===== config.mk =====
export PLATFORM = sky130hd
export DESIGN_NAME = cla_mp_add_seq_flat
export DESIGN_NICKNAME = d
export VERILOG_FILES = /design/src/rtl/cla_mp_add_seq_pkg.sv /design/src/rtl/cla_mp_add_seq_if.sv /design/src/rtl/cla_64bit.sv /design/src/rtl/cla_mp_add_seq.sv /design/src/flat_wrapper.sv
export SDC_FILE = /design/constraint.sdc
export NUM_CORES = 1
export LEC_CHECK = 0
export ABC_AREA = 0
export CORE_MARGIN = 5
export CORE_UTILIZATION = 51
export DETAILED_ROUTE_END_ITERATION = 16
export PLACE_DENSITY_LB_ADDON = 0.05
export SLEW_MARGIN = 20
export SYNTH_ARGS = -nofsm -noshare
export SYNTH_HDL_FRONTEND = slang
export SYNTH_HIERARCHICAL = 1
export SYNTH_SLANG_ARGS = --single-unit

===== constraint.sdc =====
create_clock -name clk -period 11.7 [get_ports clk]
set_input_delay 3.51 -clock clk [delete_from_list [all_inputs] [get_ports clk]]
set_output_delay 3.51 -clock clk [all_outputs]
set_load 0.1 [all_outputs]

===== src/rtl/cla_mp_add_seq_pkg.sv =====
// Shared constants and types for the multi-precision add/subtract sequencer.
// Holds the limb width, the FSM state encoding and the output-register layout.
package cla_mp_add_seq_pkg;

  localparam int LIMB_W = 64;

  localparam logic [1:0] ST_IDLE  = 2'd0;
  localparam logic [1:0] ST_RUN   = 2'd1;
  localparam logic [1:0] ST_DRAIN = 2'd2;

  typedef struct packed {
    logic [LIMB_W-1:0] sum;
    logic              last;
  } out_t;

endpackage


===== src/rtl/cla_mp_add_seq_if.sv =====
// Control, operand-stream and result-stream bundle of the sequencer.
// master = operand buffer / result writer side, slave = sequencer side.
interface cla_mp_add_seq_if #(
  parameter int CNT_W = 8
);
  import cla_mp_add_seq_pkg::*;

  logic              start;
  logic [CNT_W-1:0]  num_limbs;
  logic              sub;
  logic              busy;
  logic              in_valid;
  logic              in_ready;
  logic [LIMB_W-1:0] a_limb;
  logic [LIMB_W-1:0] b_limb;
  logic              out_valid;
  logic              out_ready;
  logic [LIMB_W-1:0] sum_limb;
  logic              out_last;
  logic              done;
  logic              carry_out;

  modport master (
    output start, num_limbs, sub, in_valid, a_limb, b_limb, out_ready,
    input  busy, in_ready, out_valid, sum_limb, out_last, done, carry_out
  );

  modport slave (
    input  start, num_limbs, sub, in_valid, a_limb, b_limb, out_ready,
    output busy, in_ready, out_valid, sum_limb, out_last, done, carry_out
  );

endinterface


===== src/rtl/cla_64bit.sv =====
// 64-bit carry-lookahead adder: 4-bit groups, lookahead carry between groups.
// Purely combinational, no flow control.
module cla_64bit
  import cla_mp_add_seq_pkg::*;
(
  input  logic [LIMB_W-1:0] a,
  input  logic [LIMB_W-1:0] b,
  input  logic              cin,
  output logic [LIMB_W-1:0] sum,
  output logic              cout
);

  localparam int NGRP = LIMB_W / 4;

  logic [LIMB_W-1:0] g;
  logic [LIMB_W-1:0] p;
  logic [LIMB_W-1:0] c;
  logic [NGRP-1:0]   grp_g;
  logic [NGRP-1:0]   grp_p;
  logic [NGRP:0]     grp_c;

  assign g = a & b;
  assign p = a ^ b;

  always_comb begin
    grp_g = '0;
    grp_p = '0;
    for (int k = 0; k < NGRP; k++) begin
      grp_g[k] = g[4*k+3]
               | (p[4*k+3] & g[4*k+2])
               | (p[4*k+3] & p[4*k+2] & g[4*k+1])
               | (p[4*k+3] & p[4*k+2] & p[4*k+1] & g[4*k]);
      grp_p[k] = &p[4*k +: 4];
    end
  end

  always_comb begin
    grp_c    = '0;
    grp_c[0] = cin;
    for (int k = 0; k < NGRP; k++) begin
      grp_c[k+1] = grp_g[k] | (grp_p[k] & grp_c[k]);
    end
  end

  // Inside a group the carry ripples from the group's lookahead carry-in.
  always_comb begin
    c = '0;
    for (int k = 0; k < NGRP; k++) begin
      c[4*k] = grp_c[k];
      for (int j = 0; j < 3; j++) begin
        c[4*k+j+1] = g[4*k+j] | (p[4*k+j] & c[4*k+j]);
      end
    end
  end

  assign sum  = p ^ c;
  assign cout = grp_c[NGRP];

endmodule


===== src/rtl/cla_mp_add_seq.sv =====
// Streams limb pairs LS-first through one CLA, chaining carry; 1 cycle accept->out_valid.
// Single-entry output register: in_ready drops only while a held result is not taken.
module cla_mp_add_seq
  import cla_mp_add_seq_pkg::*;
#(
  parameter int CNT_W = 8
) (
  input logic             clk,
  input logic             rst_n,
  cla_mp_add_seq_if.slave bus
);

  logic [1:0]        state_q, state_d;
  logic [CNT_W-1:0]  rem_q, rem_d;
  logic              sub_q, sub_d;
  logic              carry_q, carry_d;
  logic              out_vld_q, out_vld_d;
  logic              done_q, done_d;
  logic              cout_q, cout_d;
  out_t              out_q, out_d;

  logic [LIMB_W-1:0] add_b;
  logic [LIMB_W-1:0] add_sum;
  logic              add_cout;
  logic              in_rdy;
  logic              in_acc;
  logic              out_acc;
  logic              last_limb;

  assign in_rdy    = (state_q == ST_RUN) && (!out_vld_q || bus.out_ready);
  assign in_acc    = bus.in_valid && in_rdy;
  assign out_acc   = out_vld_q && bus.out_ready;
  assign last_limb = (rem_q == CNT_W'(1));

  // Subtraction is a + ~b + 1; the +1 comes from the carry register seeded with sub.
  assign add_b = sub_q ? ~bus.b_limb : bus.b_limb;

  cla_64bit u_cla (
    .a    (bus.a_limb),
    .b    (add_b),
    .cin  (carry_q),
    .sum  (add_sum),
    .cout (add_cout)
  );

  always_comb begin
    state_d   = state_q;
    rem_d     = rem_q;
    sub_d     = sub_q;
    carry_d   = carry_q;
    out_d     = out_q;
    out_vld_d = out_vld_q;
    done_d    = 1'b0;
    cout_d    = cout_q;

    case (state_q)
      ST_IDLE: begin
        if (bus.start && (bus.num_limbs != '0)) begin
          state_d = ST_RUN;
          rem_d   = bus.num_limbs;
          sub_d   = bus.sub;
          carry_d = bus.sub;
        end
      end
      ST_RUN: begin
        if (in_acc) begin
          carry_d = add_cout;
          rem_d   = rem_q - CNT_W'(1);
          if (last_limb) begin
            state_d = ST_DRAIN;
          end
        end
      end
      ST_DRAIN: begin
        if (out_acc) begin
          state_d = ST_IDLE;
          done_d  = 1'b1;
          cout_d  = carry_q;
        end
      end
      default: state_d = ST_IDLE;
    endcase

    // A fresh limb overwrites the register in the same cycle the old one drains.
    if (in_acc) begin
      out_d.sum  = add_sum;
      out_d.last = last_limb;
      out_vld_d  = 1'b1;
    end else if (bus.out_ready) begin
      out_vld_d  = 1'b0;
    end
  end

  always_ff @(posedge clk or negedge rst_n) begin
    if (!rst_n) begin
      state_q   <= ST_IDLE;
      rem_q     <= '0;
      sub_q     <= 1'b0;
      carry_q   <= 1'b0;
      out_q     <= '0;
      out_vld_q <= 1'b0;
      done_q    <= 1'b0;
      cout_q    <= 1'b0;
    end else begin
      state_q   <= state_d;
      rem_q     <= rem_d;
      sub_q     <= sub_d;
      carry_q   <= carry_d;
      out_q     <= out_d;
      out_vld_q <= out_vld_d;
      done_q    <= done_d;
      cout_q    <= cout_d;
    end
  end

  assign bus.in_ready  = in_rdy;
  assign bus.busy      = (state_q != ST_IDLE) || done_q;
  assign bus.out_valid = out_vld_q;
  assign bus.sum_limb  = out_q.sum;
  assign bus.out_last  = out_q.last;
  assign bus.done      = done_q;
  assign bus.carry_out = cout_q;

endmodule


===== src/flat_wrapper.sv =====
// flat-port wrapper written by rule: the top's interface ports become plain ports
module cla_mp_add_seq_flat import cla_mp_add_seq_pkg::*;
#(
  parameter int CNT_W = 8
)
  (clk, rst_n, bus_start, bus_num_limbs, bus_sub, bus_in_valid, bus_a_limb, bus_b_limb, bus_out_ready, bus_busy, bus_in_ready, bus_out_valid, bus_sum_limb, bus_out_last, bus_done, bus_carry_out);
  cla_mp_add_seq_if #(.CNT_W(CNT_W)) bus_i ();
  input logic clk;
  input logic rst_n;
  input wire logic [$bits(bus_i.start)-1:0] bus_start;
  input wire logic [$bits(bus_i.num_limbs)-1:0] bus_num_limbs;
  input wire logic [$bits(bus_i.sub)-1:0] bus_sub;
  input wire logic [$bits(bus_i.in_valid)-1:0] bus_in_valid;
  input wire logic [$bits(bus_i.a_limb)-1:0] bus_a_limb;
  input wire logic [$bits(bus_i.b_limb)-1:0] bus_b_limb;
  input wire logic [$bits(bus_i.out_ready)-1:0] bus_out_ready;
  output wire logic [$bits(bus_i.busy)-1:0] bus_busy;
  output wire logic [$bits(bus_i.in_ready)-1:0] bus_in_ready;
  output wire logic [$bits(bus_i.out_valid)-1:0] bus_out_valid;
  output wire logic [$bits(bus_i.sum_limb)-1:0] bus_sum_limb;
  output wire logic [$bits(bus_i.out_last)-1:0] bus_out_last;
  output wire logic [$bits(bus_i.done)-1:0] bus_done;
  output wire logic [$bits(bus_i.carry_out)-1:0] bus_carry_out;
  assign bus_i.start = bus_start;
  assign bus_i.num_limbs = bus_num_limbs;
  assign bus_i.sub = bus_sub;
  assign bus_i.in_valid = bus_in_valid;
  assign bus_i.a_limb = bus_a_limb;
  assign bus_i.b_limb = bus_b_limb;
  assign bus_i.out_ready = bus_out_ready;
  assign bus_busy = bus_i.busy;
  assign bus_in_ready = bus_i.in_ready;
  assign bus_out_valid = bus_i.out_valid;
  assign bus_sum_limb = bus_i.sum_limb;
  assign bus_out_last = bus_i.out_last;
  assign bus_done = bus_i.done;
  assign bus_carry_out = bus_i.carry_out;
  cla_mp_add_seq #(.CNT_W(CNT_W)) u_core (.clk(clk), .rst_n(rst_n), .bus(bus_i));
endmodule

==> results.yml <==
finish:
  antennaDiodeCount: 0
  final_nets: 1154
  synthToLayoutAreaGrowth_pct: 39.5
  layout-drive-gt1-share_pct: 4.54
  final_util_pct: 72.6
  n_fill_cell: 999
  postLayoutCellArea_sq_um: 9170
power_and_ir_drop:
  ir_drop_v: 0.000196
  fin_total_pwr_w: 0.00286
  total_leakage_power_nw: 4.33
  p_per_area_nw_per_um2: 312
floorplanning:
  num_io_pins: 212
  rows: 41
  fp.dieH_um: 124
  die_width_um: 124
  core_area_sq_um: 12600
  start_util_pct: 52.1
  dieArea_sq_um: 15300
sta:
  rsz0062_at_grt: "no"
  worst_slack_ns: 2.77
  period_minus_slack_ns: 8.93
  tightestPinTransition_ns: 1.09
  hold_viol_final: 0
  finalMaxSlewViolations: 0
  fmax_ghz: 0.112
  setup_tns_ns: 0
  slew_headroom_pct: 27.6
  fin_crit_sh_pct: 76.3
  finClkSkew_ns: 0.00543
  setup_viol: 0
clock_network:
  root_buffer: "clkbuf_16"
  insertion_delay_ns: 0.34
  cts_tree: "done"
  cts_setup_buffers: 0
  clk_pin_slew_ns: 0.06
  cts.sinks: 80
  cts.htree.levels: 3
  cts_resized: 0
  hold_buffers: 0
  clockBufferDepth: 2
  numCtsBuffers: 9
synthesis:
  yosys.area.top_type: "dfrtp_1"
  ys_seq_area_share_pct: 30.5
  syn_avg_cell_area_sq_um: 9.43
  synth_nets: 953
  synth_mux_area_share_pct: 0.724
  synth_xor_xnor_area_share_pct: 10.7
  ys.flop_type: "dfrtp_1"
  synth_top_area_share_pct: 30.5
  ys_top_cells_by_area: "dfrtp_1 30%, fa_1 15%, ha_1 13%"
  synth_simple_gate_area_share_pct: 18.0
  synthArstFlopShare_pct: 100
  synth_adder_area_share_pct: 27.2
  synth-edff-count: 0
  syn_area_sq_um: 6570
  ys_types: 59
  synth-seq-cells: 80
  ys_top_cells_by_count: "218 x nand2_1, 80 x dfrtp_1, 77 x xor2_1, 66 x ha_1, 48 x fa_1"
  synthMostInstantiatedCell: "nand2_1"
  ys_warn_count: 6
  synth_top_family_by_area: "adder cells"
  postSynthCellCount: 697
  synth-compound-area-share_pct: 9.58
grt:
  grt.met2_usage_pct: 42.5
  grt_use_met1_pct: 27.7
  grt_max_degree: 71
  grt_remaining_overflow: 0
  grt_pass1_vias: 6168
  antenna_found_initial: 0
  grtUsageTotal_pct: 24.0
  busiest_layer: "met2"
  grt_pass1_wl_um: 28700
  met3_usage_pct: 5.86
worst_hold_path:
  holdCritStartpoint: "u_core/bus.sum_limb[24]"
  hold_depth: 2
  hold_class: "flip-flop to flip-flop"
  whs_endpoint: "u_core/bus.sum_limb[24]"
routing:
  num_vias: 5616
  viasPerCell: 5.22
  wirelength_um: 17700
  routedWlPerCell_um: 16.5
  drt-pass1-iter-count: 4
  drc: 0
  drt_iter0_drc: 208
  ant_nets: 0
worst_setup_path:
  r2r-end: "u_core/bus.sum_limb[59]"
  crit_required_ns: 8.19
  r2r_cells: 18
  rr_startpoint: "u_core/sub_q"
  path_max_fanout: 4
  critical_path_class: "primary input to output pin"
  r2r_slack_ns: 6.40
  cp-end-kind: "output pin"
  critPathArrivalTime_ns: 5.42
  start_kind: "primary input"
placed_design:
  port_buffers: 211
  place_area_sq_um: 8810
  hpwl_um: 13600
  routabilityCongestion: 0.859
  dpl_worst_slack_ns: 2.77
status:
  outcome: "completed"
flow_run:
  cap_viol_max_count: 0
where the power goes:
group          total, W  internal [W]  leakage [nW]  switching, W
registers      0.000525      0.000399         0.972      0.000125
logic           0.00200      0.000610          3.19       0.00139
clock network  0.000333      0.000215         0.169      0.000118
flip-flops by register name, summed over array words and instances, names as in the netlist:
name                  count
u_core/bus.carry_out      1
u_core/bus.done           1
u_core/bus.out_last       1
u_core/bus.out_valid      1
u_core/bus.sum_limb      64
u_core/carry_q            1
u_core/rem_q              8
u_core/state_q            2
u_core/sub_q              1
worst max-delay path, stage by stage:
cell and delay (ns):
clkdlybuf4s50_1 0.47, nand2b_1 0.17, and2_1 0.14, clkdlybuf4s50_1 1.13
how the worst max path moves through the flow:
stage	endpoint	startpoint	cells past startpoint
after floorplan	bus_in_ready	bus_out_ready	2
after global placement	bus_in_ready	bus_out_ready	4
after detailed placement	bus_in_ready	bus_out_ready	4
after CTS	bus_in_ready	bus_out_ready	4
after global routing	bus_in_ready	bus_out_ready	4
final	bus_in_ready	bus_out_ready	4
layout make-up:
type,instances,area (sq um),share of cell area (%)
Clock buffer,10,239,2.61
Clock inverter,6,115,1.26
Inverter,29,109,1.19
Multi-Input combinational cell,564,4350,47.5
Sequential cell,80,2010,21.9
Tap cell,172,215,2.35
Timing Repair Buffer,214,2130,23.3
routing by layer:
| metal | share of wire (%) | up-vias |
|---|---|---|
| li1 | - | 2718 |
| met1 | 39 | 2687 |
| met2 | 51 | 177 |
| met3 | 7.5 | 34 |
| met4 | 2.7 | 0 |
| met5 | 0 | - |
through the flow:
step	hold slack, ns	cells
detailed placement	0.461	1059
CTS	0.478	1075
global placement	0.457	1059
finish	0.472	1075
floorplan	0.458	697
global route	0.489	1075
cells by family (layout without fill, tap and decap cells):
kind of cell	Yosys count	count (layout)
flip-flops	80	80
AND/OR/NAND/NOR	276	276
adder cells (fa/ha/maj)	114	114
multiplexers	4	4
buffers and inverters	53	259
XOR/XNOR	80	80
AO/OA/AOI/OAI	90	90
placed cells by master (no fill, tap or decap), drive strengths merged, types with 13 or more instances in the layout:
master,count
dfrtp,80
inv,30
o21ai,19
clkdlybuf4s50,210
a21oi,31
ha,66
nand2,218
xor2,77
a21o,15
nor2,13
fa,48
Power figures use the tool's default switching activity.
